===== src/rtl/sdiv_pkg.sv =====
// Shared width default and FSM state encoding for the sequential signed divider.
package sdiv_pkg;

  localparam int W_DEF = 8;

  typedef enum logic [1:0] {
    IDLE = 2'd0,
    CALC = 2'd1,
    DONE = 2'd2
  } state_e;

endpackage


===== src/rtl/sdiv_8bit_twos_neg.sv =====
// Conditional two's-complement negate on a (W+1)-bit magnitude-wide word.
module twos_neg #(
  parameter int W = 8
) (
  input  logic [W:0] a_i,
  input  logic       neg_i,
  output logic [W:0] y_o
);

  assign y_o = neg_i ? (~a_i + (W+1)'(1)) : a_i;

endmodule


===== src/rtl/sdiv_8bit.sv =====
// Signed restoring divider: one quotient bit per cycle, fixed W+1 edge latency
// from start acceptance to the done pulse, with div-by-zero and overflow flags.
module sdiv_8bit
  import sdiv_pkg::*;
#(
  parameter int W = W_DEF
) (
  input  logic                clk,
  input  logic                rst_n,
  input  logic                start,
  input  logic signed [W-1:0] dividend,
  input  logic signed [W-1:0] divisor,
  output logic                busy,
  output logic                done,
  output logic signed [W-1:0] quotient,
  output logic signed [W-1:0] remainder,
  output logic                div_by_zero,
  output logic                ovf
);

  localparam logic [W-1:0] CNT_LAST = W'(W - 1);
  localparam logic [W-1:0] MOST_NEG = {1'b1, {(W-1){1'b0}}};

  state_e state_q, state_d;
  logic [W-1:0]        cnt_q, cnt_d;
  logic [W-1:0]        quo_q, quo_d;
  logic [W:0]          rem_q, rem_d;
  logic [W:0]          dvs_q, dvs_d;
  logic [W-1:0]        orig_q, orig_d;
  logic                qneg_q, qneg_d;
  logic                rneg_q, rneg_d;
  logic                dz_q, dz_d;
  logic                ov_q, ov_d;
  logic signed [W-1:0] quotient_q, quotient_d;
  logic signed [W-1:0] remainder_q, remainder_d;
  logic                dz_out_q, dz_out_d;
  logic                ovf_out_q, ovf_out_d;
  logic                done_q, done_d;

  logic [W:0]   dvd_abs, dvs_abs, q_fix, r_fix;
  logic [W:0]   shifted;
  logic [W+1:0] diff;
  logic         ge;

  twos_neg #(.W(W)) u_abs_dvd (
    .a_i   ({dividend[W-1], dividend}),
    .neg_i (dividend[W-1]),
    .y_o   (dvd_abs)
  );

  twos_neg #(.W(W)) u_abs_dvs (
    .a_i   ({divisor[W-1], divisor}),
    .neg_i (divisor[W-1]),
    .y_o   (dvs_abs)
  );

  twos_neg #(.W(W)) u_fix_quo (
    .a_i   ({1'b0, quo_q}),
    .neg_i (qneg_q),
    .y_o   (q_fix)
  );

  twos_neg #(.W(W)) u_fix_rem (
    .a_i   (rem_q),
    .neg_i (rneg_q),
    .y_o   (r_fix)
  );

  // Restoring step: bring in the next dividend bit, keep the difference if it did not borrow.
  assign shifted = {rem_q[W-1:0], quo_q[W-1]};
  assign diff    = {1'b0, shifted} - {1'b0, dvs_q};
  assign ge      = ~diff[W+1];

  always_comb begin
    state_d     = state_q;
    cnt_d       = cnt_q;
    quo_d       = quo_q;
    rem_d       = rem_q;
    dvs_d       = dvs_q;
    orig_d      = orig_q;
    qneg_d      = qneg_q;
    rneg_d      = rneg_q;
    dz_d        = dz_q;
    ov_d        = ov_q;
    quotient_d  = quotient_q;
    remainder_d = remainder_q;
    dz_out_d    = dz_out_q;
    ovf_out_d   = ovf_out_q;
    done_d      = 1'b0;
    case (state_q)
      IDLE: begin
        if (start) begin
          // |dividend| never exceeds 2^(W-1), so its low W bits seed the shift register.
          quo_d   = dvd_abs[W-1:0];
          rem_d   = '0;
          dvs_d   = dvs_abs;
          orig_d  = dividend;
          qneg_d  = dividend[W-1] ^ divisor[W-1];
          rneg_d  = dividend[W-1];
          dz_d    = (divisor == '0);
          ov_d    = (dividend == MOST_NEG) && (divisor == '1);
          cnt_d   = '0;
          state_d = CALC;
        end
      end
      CALC: begin
        quo_d = {quo_q[W-2:0], ge};
        rem_d = ge ? diff[W:0] : shifted;
        cnt_d = cnt_q + W'(1);
        if (cnt_q == CNT_LAST) state_d = DONE;
      end
      DONE: begin
        quotient_d  = dz_q ? '1 : q_fix[W-1:0];
        remainder_d = dz_q ? orig_q : r_fix[W-1:0];
        dz_out_d    = dz_q;
        ovf_out_d   = ov_q;
        done_d      = 1'b1;
        state_d     = IDLE;
      end
      default: state_d = IDLE;
    endcase
  end

  always_ff @(posedge clk or negedge rst_n) begin
    if (!rst_n) begin
      state_q     <= IDLE;
      cnt_q       <= '0;
      quo_q       <= '0;
      rem_q       <= '0;
      dvs_q       <= '0;
      orig_q      <= '0;
      qneg_q      <= 1'b0;
      rneg_q      <= 1'b0;
      dz_q        <= 1'b0;
      ov_q        <= 1'b0;
      quotient_q  <= '0;
      remainder_q <= '0;
      dz_out_q    <= 1'b0;
      ovf_out_q   <= 1'b0;
      done_q      <= 1'b0;
    end else begin
      state_q     <= state_d;
      cnt_q       <= cnt_d;
      quo_q       <= quo_d;
      rem_q       <= rem_d;
      dvs_q       <= dvs_d;
      orig_q      <= orig_d;
      qneg_q      <= qneg_d;
      rneg_q      <= rneg_d;
      dz_q        <= dz_d;
      ov_q        <= ov_d;
      quotient_q  <= quotient_d;
      remainder_q <= remainder_d;
      dz_out_q    <= dz_out_d;
      ovf_out_q   <= ovf_out_d;
      done_q      <= done_d;
    end
  end

  assign busy        = (state_q != IDLE);
  assign done        = done_q;
  assign quotient    = quotient_q;
  assign remainder   = remainder_q;
  assign div_by_zero = dz_out_q;
  assign ovf         = ovf_out_q;

endmodule


===== config.mk =====
export PLATFORM = sky130hd
export DESIGN_NAME = sdiv_8bit
export DESIGN_NICKNAME = d
export VERILOG_FILES = /design/src/rtl/sdiv_pkg.sv /design/src/rtl/sdiv_8bit_twos_neg.sv /design/src/rtl/sdiv_8bit.sv
export SDC_FILE = /design/constraint.sdc
export NUM_CORES = 1
export LEC_CHECK = 0
export ABC_AREA = 1
export BUFFER_PORTS_ARGS = -buffer_cell sky130_fd_sc_hd__buf_2
export CAP_MARGIN = 10
export CORE_AREA = 2 2 99 101
export DETAILED_ROUTE_END_ITERATION = 6
export DIE_AREA = 0 0 101 103
export GPL_ROUTABILITY_DRIVEN = 0
export PLACE_DENSITY = 0.66
export SLEW_MARGIN = 20
export SYNTH_ARGS = -nofsm -noshare
export SYNTH_HDL_FRONTEND = slang
export SYNTH_SLANG_ARGS = --single-unit

===== constraint.sdc =====
create_clock -name clk -period 1.87 [get_ports clk]
set_input_delay 0.2805 -clock clk [delete_from_list [all_inputs] [get_ports clk]]
set_output_delay 0.2805 -clock clk [all_outputs]
set_load 0.03 [all_outputs]

==> metrics.txt <==
post-synthesis register bit count 65; Max Transition Viols Final 0; antenna violations before repair 0; Seq/Total Area, Yosys 0.433; # fillers 926; synth top area cells dfrtp_1, nand2_1, inv_1; CP startpoint kind flip-flop; CTS tree built; fin area 0.00442 mm^2; Detailed Place HPWL 6560 um; max cap viols 0; share of the synthesized area in the top cell type 0.433; vias in the first global route 3177; Critical Path Fanout Max 4; Max Clock Freq 564 MHz; share of cells above drive strength 1 0.165; TritonRoute pass-1 iters 4; Post-synth EDFFs 0; post-route ant nets 0; CP Data Arrival Time 2.01 ns; Netlist cell types 38; Inst Count DP 640; Slew @ Worst Pin 0.460 ns; port bufs 38; Crit Path Category flip-flop to flip-flop; commonest non-fill, non-tap cell in the layout nand2_1; crit-path max cell delay 0.38 ns; DP Area 0.00415 mm^2; critical path data required time 2.10 ns; total number of vias 3425; Mapped Area 0.00376 mm^2; Syn Nets 520; outcome finished, final reports clean; pwr/cell area 649 mW/mm^2; Worst path slowest cell dfrtp_1; die area 0.0104 mm^2; CTS root buf clkbuf_8; Clk pin slew, worst setup/hold paths 0.07 ns; total wire length 8970 um; clk sink count 65; setup violators final 0; first-pass GRT wire length 14800 um; Peak VDD IR 299 uV; met2 wire len 4150 um; DRC viols 0; crit path time final 1.77 ns; area leader, netlist dfrtp_1; ys async rst share 1.00; Leak 2.34 nW; Yosys warning count 0; DR top layer met4; largest net degree at the start of global routing 66; diode count 0; core area 0.00946 mm^2; top_reg_cell synth dfrtp_1; crit path cell chain ha_1 > nand2_1 > nand2_1 > a21oi_2 > buf_4 > nand4_1 > nand2_1 > inv_1 > nand2_1 > nand2_1; Mean Syn Cell Area 7.74 um^2; clock buffer depth 2; routed length on met3 464 um; Worst Setup SP rem_q[5]; grt ovf 0; CTS buffer count 9; Initial Utilization 0.397; Max transition margin 0.693; Fin. Hold Viols 0; area grow syn2layout 17.7%; postcts setup bufs 0; min-delay src divisor[6]; routed vias/inst 5.21; Worst Skew 0.00673 ns; nets@finish 574; CP endpoint kind flip-flop; Total GRT Usage 0.181; H-tree depth 3; Die Wd 101 um; Worst Hold Class primary input to flip-flop; most frequent cells in the layout nand2_1, inv_1, dfrtp_1; iteration-0 DRC count of the detailed router 202; Reg2Reg Launch Point rem_q[5]; num rows 36; Final Cycle Share 0.948; Crit path top cell by count nand2_1; die height 103 um; wl on met1 4200 um; WL/cell 13.6 um; num ports 39; clk_lat worst skew 0.35 ns; Final Non-Filler Cells 658; post-synthesis cell count 485
synthesized netlist by cell type (5+ instances only):
master    count
a21oi_1      16
a22oi_1       5
a31oi_1       5
clkbuf_1      6
dfrtp_1      65
ha_1         15
inv_1        71
nand2_1     122
nand3_1      27
nand4_1      10
nor2_1       34
nor3_1        5
o211ai_1      5
o21ai_0      39
o21ai_1       5
o22ai_1       5
xor2_1       11
layer usage:
metal	vias up	GRT usage
li1	1694	-
met2	83	0.290
met5	-	0
met3	15	0.0312
met4	0	0.0717
met1	1633	0.244
path summary, 6_finish.rpt:
kind / slack, ns / endpoint / depth (start not counted)
max: 0.1 / rem_q[7] / 10
min: 0.17 / dz_q / 2
max reg2reg: 0.1 / rem_q[7] / 10
min reg2reg: 0.47 / div_by_zero / 2
max in group asynchronous: 1.09 / orig_q[6] / 3
min in group asynchronous: 0.45 / done / 3
timing repair:
action	CTS	global route
hold buffers	1	0
endpoints found under the setup margin	1	7
pin swaps	0	1
gates cloned	0	1
resized for setup	1	7
endpoints found under the hold margin	65	0
critical path, delay by kind of cell (launching register included):
| family | cells | cell delay (ns) |
|---|---|---|
| buffers and inverters | 2 | 0.22 |
| flip-flops | 1 | 0.38 |
| AO/OA/AOI/OAI | 1 | 0.29 |
| AND/OR/NAND/NOR | 6 | 0.43 |
| adder cells (fa/ha/maj) | 1 | 0.34 |
layout make-up:
class	instances	area (um^2)	share of cell area
Clock buffer	11	141	0.0320
Clock inverter	5	78.8	0.0178
Inverter	73	274	0.0620
Multi-Input combinational cell	336	1830	0.415
Sequential cell	65	1630	0.368
Tap cell	114	143	0.0323
Timing Repair Buffer	54	325	0.0736
power breakdown:
part	internal [mW]	switching [mW]	leakage, nW
Clock	0.785	0.562	0.113
Sequential	1.40	0	0.813
Combinational	0.0385	0.0802	1.42
cell families (layout without fill, tap and decap cells):
| kind of cell | count (synthesis) | in the layout | share of synthesized area |
|---|---|---|---|
| AOI/OAI and AO/OA | 90 | 90 | 0.139 |
| xor gates and xnor gates | 14 | 14 | 0.0326 |
| adders and majority gates | 16 | 16 | 0.0553 |
| and+or+nand+nor | 215 | 216 | 0.251 |
| buffers and inverters | 85 | 143 | 0.0893 |
| DFF | 65 | 65 | 0.433 |
sequential cells by signal, indices dropped and copies added (netlist names):
signal       count
remainder        8
div_by_zero      1
quo_q            8
dvs_q            9
done             1
qneg_q           1
quotient         8
cnt_q            8
state_q          2
rem_q            8
ovf              1
ov_q             1
dz_q             1
orig_q           8
per-stage QoR:
stage                     setup TNS (ns)  power, mW  hold slack [ns]   util  setup slack, ns
after floorplan                        0       1.48          -0.0151      -            0.186
after global placement                 0       1.55            0.321  0.439           0.0709
after detailed placement               0       1.55            0.324  0.439           0.0158
after CTS                              0       2.90            0.171  0.464           0.0121
after global routing             -0.0128       2.97            0.182  0.467          -0.0128
final                                  0       2.87            0.173  0.467           0.0976
Note: power is estimated with default switching activity, not from simulation.
